### config.mk
export PLATFORM = sky130hd
export DESIGN_NAME = uart_tx_framer
export DESIGN_NICKNAME = d
export VERILOG_FILES = /design/src/rtl/uart_tx_framer.sv
export SDC_FILE = /design/constraint.sdc
export NUM_CORES = 1
export LEC_CHECK = 0
export CORE_AREA = 10 10 65 67
export DETAILED_ROUTE_END_ITERATION = 10
export DIE_AREA = 0 0 75 77
export PLACE_DENSITY = 0.8
export SLEW_MARGIN = 40
export SYNTH_ARGS = -nofsm -noshare
export SYNTH_HDL_FRONTEND = slang
export SYNTH_SLANG_ARGS = --single-unit
### constraint.sdc
create_clock -name clk -period 5.15 [get_ports clk]
set_clock_uncertainty 0.05 [all_clocks]
set_input_delay 1.545 -clock clk [delete_from_list [all_inputs] [get_ports clk]]
set_output_delay 1.545 -clock clk [all_outputs]
set_load 0.05 [all_outputs]
### src/rtl/uart_tx_framer.sv
// UART transmit framer. Takes one character per valid/ready handshake and shifts it out as:
// start bit, 5..8 data bits (LSB first), optional parity bit, then 1, 1.5 or 2 stop bits.
// Bit timing comes from an external oversampled baud tick (OSR ticks per bit).
// The character and its framing options are captured at transfer. Break (BC) forces the
// line low without disturbing frame timing.
//
// Ports:
//   clk, rst_n        clock, asynchronous active-low reset
//   baud_tick         one-cycle pulse, OSR per bit period
//   tx_data/tx_valid  character and its valid; tx_ready is high only while idle
//   WLS, STB, PEN,    word length, stop bits, parity enable,
//   EPS, SP           even parity select, stick parity (all captured at transfer)
//   BC                break control (live, registered into tx_o)
//   tx_o              serial line, idle high
//   tx_busy           frame in progress
//   frame_done        one-cycle pulse after the last stop tick
module uart_tx_framer #(
  parameter int unsigned OSR    = 16,
  parameter int unsigned DATA_W = 8
) (
  input  logic              clk,
  input  logic              rst_n,
  input  logic              baud_tick,
  input  logic [DATA_W-1:0] tx_data,
  input  logic              tx_valid,
  output logic              tx_ready,
  input  logic [1:0]        WLS,
  input  logic              STB,
  input  logic              PEN,
  input  logic              EPS,
  input  logic              SP,
  input  logic              BC,
  output logic              tx_o,
  output logic              tx_busy,
  output logic              frame_done
);

  localparam int unsigned CntW = $clog2(2 * OSR);
  localparam int unsigned IdxW = (DATA_W > 1) ? $clog2(DATA_W) : 1;

  // Terminal tick counts (last tick index) for a normal bit and the long stop variants.
  localparam logic [CntW-1:0] CntBitLast   = CntW'(OSR - 1);
  localparam logic [CntW-1:0] CntStop15Last = CntW'((3 * OSR) / 2 - 1);
  localparam logic [CntW-1:0] CntStop2Last  = CntW'(2 * OSR - 1);

  typedef enum logic [2:0] {StIdle, StStart, StData, StParity, StStop} state_e;

  state_e            state_q, state_d;
  logic [CntW-1:0]   cnt_q, cnt_d;
  logic [IdxW-1:0]   idx_q, idx_d;
  logic [DATA_W-1:0] data_q, data_d;
  logic [1:0]        wls_q, wls_d;
  logic              stb_q, stb_d;
  logic              pen_q, pen_d;
  logic              par_q, par_d;
  logic              tx_q, tx_d;
  logic              ready_q, ready_d;
  logic              busy_q, busy_d;
  logic              done_q, done_d;

  logic [DATA_W-1:0] wls_mask;
  logic              par_in;
  logic [CntW-1:0]   cnt_last;
  logic [IdxW-1:0]   idx_last;
  logic              bit_end;
  logic              fsm_bit;

  // Parity of the incoming character over the WLS-selected bits only.
  always_comb begin
    wls_mask = '0;
    for (int i = 0; i < DATA_W; i++) begin
      wls_mask[i] = (i < 5 + int'(WLS));
    end
    if (SP) begin
      par_in = ~EPS;
    end else if (EPS) begin
      par_in = ^(tx_data & wls_mask);
    end else begin
      par_in = ~^(tx_data & wls_mask);
    end
  end

  always_comb begin
    cnt_last = CntBitLast;
    if (state_q == StStop && stb_q) begin
      cnt_last = (wls_q == 2'b00) ? CntStop15Last : CntStop2Last;
    end
  end

  assign idx_last = IdxW'(3'd4 + 3'(wls_q));
  assign bit_end  = baud_tick && (cnt_q == cnt_last);

  // State and output registers.
  always_ff @(posedge clk or negedge rst_n) begin
    if (!rst_n) begin
      state_q <= StIdle;
      cnt_q   <= '0;
      idx_q   <= '0;
      data_q  <= '0;
      wls_q   <= '0;
      stb_q   <= 1'b0;
      pen_q   <= 1'b0;
      par_q   <= 1'b0;
      tx_q    <= 1'b1;
      ready_q <= 1'b1;
      busy_q  <= 1'b0;
      done_q  <= 1'b0;
    end else begin
      state_q <= state_d;
      cnt_q   <= cnt_d;
      idx_q   <= idx_d;
      data_q  <= data_d;
      wls_q   <= wls_d;
      stb_q   <= stb_d;
      pen_q   <= pen_d;
      par_q   <= par_d;
      tx_q    <= tx_d;
      ready_q <= ready_d;
      busy_q  <= busy_d;
      done_q  <= done_d;
    end
  end

  // Next-state logic.
  always_comb begin
    state_d = state_q;
    cnt_d   = cnt_q;
    idx_d   = idx_q;
    data_d  = data_q;
    wls_d   = wls_q;
    stb_d   = stb_q;
    pen_d   = pen_q;
    par_d   = par_q;
    unique case (state_q)
      StIdle: begin
        if (tx_valid) begin
          state_d = StStart;
          cnt_d   = '0;
          idx_d   = '0;
          data_d  = tx_data;
          wls_d   = WLS;
          stb_d   = STB;
          pen_d   = PEN;
          par_d   = par_in;
        end
      end
      StStart, StData, StParity, StStop: begin
        if (bit_end) begin
          cnt_d = '0;
          unique case (state_q)
            StStart: begin
              state_d = StData;
              idx_d   = '0;
            end
            StData: begin
              if (idx_q == idx_last) begin
                state_d = pen_q ? StParity : StStop;
              end else begin
                idx_d = idx_q + IdxW'(1);
              end
            end
            StParity: state_d = StStop;
            default:  state_d = StIdle;
          endcase
        end else if (baud_tick) begin
          cnt_d = cnt_q + CntW'(1);
        end
      end
      default: state_d = StIdle;
    endcase
  end

  // Registered outputs are computed from the next state so they line up with it.
  always_comb begin
    fsm_bit = 1'b1;
    unique case (state_d)
      StStart:  fsm_bit = 1'b0;
      StData:   fsm_bit = data_d[idx_d];
      StParity: fsm_bit = par_d;
      default:  fsm_bit = 1'b1;
    endcase
    tx_d    = BC ? 1'b0 : fsm_bit;
    ready_d = (state_d == StIdle);
    busy_d  = (state_d != StIdle);
    done_d  = (state_q == StStop) && (state_d == StIdle);
  end

  assign tx_o       = tx_q;
  assign tx_ready   = ready_q;
  assign tx_busy    = busy_q;
  assign frame_done = done_q;

endmodule

==> summary.md <==
| Metric | Value |
|---|---|
| Adder-Cell Fraction of Synth Area | `1.54%` |
| Post-synth top cells | `nand2_1, dfrtp_1, nor2_1` |
| Clock latency on the worst-skew pair | `0.33 ns` |
| Fmax achieved | `288 MHz` |
| Ys async rst share | `100%` |
| Hold Vio Cnt, Final | `0` |
| Drt wl/cell | `16.1 µm` |
| FILL cells | `242` |
| Crit path time final | `3.48 ns` |
| Reg2Reg Setup Slack | `2.20 ns` |
| Worst path cell trace | `clkdlybuf4s50_1, nor4b_2, buf_4, nor2_1, o41ai_2, o2bb2ai_2, nor2_4, mux2i_1, o22ai_1, o31a_1` |
| I/O Pins | `23` |
| Total Power | `0.000931 W` |
| Slew Limit Fails | `0` |
| Root Driver | `clkbuf_4` |
| Sequential area share after synthesis | `43.2%` |
| Die ar. | `5780 µm²` |
| Pre-Repair DR Iteration Count | `4` |
| Tcrit/Tclk final | `67.5%` |
| Slew Limit Headroom | `52.1%` |
| Routed Antenna Nets | `0` |
| Final Setup Violations | `0` |
| Worst Path Arrival | `3.69 ns` |
| First-pass GRT wire length | `6.52 mm` |
| CTS tree | `done` |
| Vias | `1,344` |
| Setup repair after global routing missed its margin | `no` |
| Layout area overhead | `16.5%` |
| Reg2reg end | `tx_o` |
| # Post-CTS Setup Buffers | `0` |
| Row count | `20` |
| Total number of H-tree levels | `1` |
| Post-synth EDFFs | `0` |
| GRT Util Overall | `13.9%` |
| Cell family with most CP delay | `buffers and inverters` |
| Critical path launch point type | `primary input` |
| Antenna diodes | `0` |
| DR iter-0 viols | `42` |
| WL met1 | `1.62 mm` |
| DR WL met2 | `1.87 mm` |
| Antenna violations before repair | `0` |
| Most common cell in the netlist | `nand2_1` |
| VDD IR max | `0.225 mV` |
| Largest net degree at the start of global routing | `26` |
| Hold Crit Class | `flop to flop` |
| Buffers on Ports | `22` |
| Fin nets | `222` |
| Die Y | `77 µm` |
| Crit path max fanout | `16` |
| Mapped Nets | `199` |
| Clock transition at path regs | `0.14 ns` |
| Crit Path Class | `primary input to flop` |
| Layout cells sized above 1 | `9.05%` |
| Yosys Warn Count | `0` |
| Hold Path Sink | `data_q[7]` |
| Worst-case reg-to-reg path depth | `8` |
| Routability congestion estimate from global placement | `0.871` |
| Clock tree buffer depth | `2` |
| Hold Startpoint | `data_q[7]` |
| DP HPWL | `2.81 mm` |
| Max-Cap Viols | `0` |
| Mux contribution to synthesized area | `3.69%` |
| Initial Util | `54.7%` |
| DRC errors left | `0` |
| Yosys top cell area share | `40.0%` |
| Via density | `5.79` |
| Setup tns final | `0 ns` |
| Vias in the first global route | `1,405` |
| Status | `complete, no violations` |
| Register bit total from synthesis | `28` |
| Pwr per Cell Area | `491 nW/µm²` |
| Max layer used | `met4` |
| Syn Std Cell Area | `1630 µm²` |
| Hold-fix buffers, CTS | `0` |
| Crit end category | `flop` |
| # resized after CTS | `0` |
| Synth cell types | `48` |
| Synth Area in Simple Gates | `26.1%` |
| CTS buffer count | `3` |
| Syn avg cell area | `9.15 µm²` |
| Die W | `75 µm` |
| Hold depth | `2` |
| CP max-delay cell | `clkdlybuf4s50_1` |
| CTS Sinks | `28` |
| Total length of routed wires | `3.72 mm` |
| Worst-Margin Slew | `0.717 ns` |
| Synth Flop Type | `dfrtp_1` |
| Dominant cells by area after synthesis | `dfrtp_1, nand2_1, xnor2_1, mux2i_1, dfstp_2` |
| Grt total ovfl | `0` |
| Post-synthesis compound-gate area fraction | `17.5%` |
| DR WL met3 | `129 µm` |
| Req. time, crit path | `5.37 ns` |
| Static leakage | `0.844 nW` |
| Core area | `2980 µm²` |
| Worst Path Buf+Inv | `2` |
| Main combinational cell family by area after synthesis | `simple AND/OR/NAND/NOR gates` |
| Post-Syn Instances | `178` |
| Final Util | `63.7%` |
| Slowest cell delay on critical path | `0.50 ns` |
| XOR/XNOR Fraction of Synth Area | `4.84%` |
| Largest area contributor in the netlist | `dfrtp_1` |
| Critical R2R Launch | `state_q[2]` |
cell type report:
class / instances / area (µm²) / area share, %
inverter: 5 / 18.8 / 0.989
clock buffer: 3 / 22.5 / 1.19
tap: 33 / 41.3 / 2.18
timing repair buffer: 24 / 230 / 12.1
sequential: 28 / 703 / 37.1
multi-input combinational: 139 / 881 / 46.4
registers in the layout (all words and copies together), names as in the netlist:
| name | cells |
|---|---|
| state_q | 3 |
| stb_q | 1 |
| cnt_q | 5 |
| tx_busy | 1 |
| par_q | 1 |
| pen_q | 1 |
| tx_ready | 1 |
| frame_done | 1 |
| idx_q | 3 |
| tx_o | 1 |
| data_q | 8 |
| wls_q | 2 |
layer usage:
layer | up-vias | global-route usage, %
met5 | - | 0
met4 | 0 | 5.11
met3 | 10 | 2.96
met2 | 31 | 22.8
met1 | 637 | 17.2
li1 | 666 | -
cell families after synthesis:
| family | after synthesis |
|---|---|
| flops | 28 |
| compound gates | 35 |
| fa+ha+maj | 2 |
| xor+xnor | 9 |
| simple gates | 87 |
| mux | 6 |
| buf+inv | 11 |
how the worst max path moves through the flow:
stage	from	endpoint	slack (ns)	cells past startpoint
after detailed placement	tx_valid	tx_o	1.31	10
after global routing	tx_valid	tx_o	1.52	10
after global placement	baud_tick	tx_o	1.18	7
final	tx_valid	tx_o	1.67	10
after floorplan	tx_valid	tx_o	1.98	8
after CTS	tx_valid	tx_o	1.65	10
placed cells by master (no fill, tap or decap), drive strengths merged, types with 2 or more instances in the layout:
cell and n:
xnor2 8, o21a 4, nand2b 5, a21o 2
o21ai 5, o311ai 2, mux2i 6, clkdlybuf4s50 21
nor4bb 2, nand2 49, nand3 6, a21oi 5
nor3 8, dfrtp 26, buf 3, o31ai 5
clkbuf 3, ha 2, dfstp 2, inv 5
nor2 10
per-stage QoR:
step | worst slack (ns) | hold WS, ns | cell area (µm²) | std cells
2_1_floorplan | 1.98 | 0.390 | 1630 | 178
3_3_place_gp | 1.18 | 0.415 | 1870 | 229
3_5_place_dp | 1.31 | 0.408 | 1870 | 229
4_1_cts | 1.65 | 0.460 | 1900 | 232
5_1_grt | 1.52 | 0.475 | 1900 | 232
6_report | 1.67 | 0.457 | 1900 | 232
report_power, final:
| group | switching [W] | internal [W] | total, W |
|---|---|---|---|
| Combinational | 0.000253 | 0.000189 | 0.000442 |
| Sequential | 0.0000862 | 0.000310 | 0.000396 |
| Clock | 0.0000651 | 0.0000275 | 0.0000926 |
worst reg2reg max path, stage by stage (launching register included):
cell	delay (ns)
dfrtp_1	0.70
nand4bb_1	0.22
mux2i_1	0.19
o2111ai_2	0.62
o21ai_0	0.24
a211o_1	0.40
nand2b_1	0.10
o22ai_1	0.07
o31a_1	0.30
No activity file was read; power rests on OpenSTA's default activity.
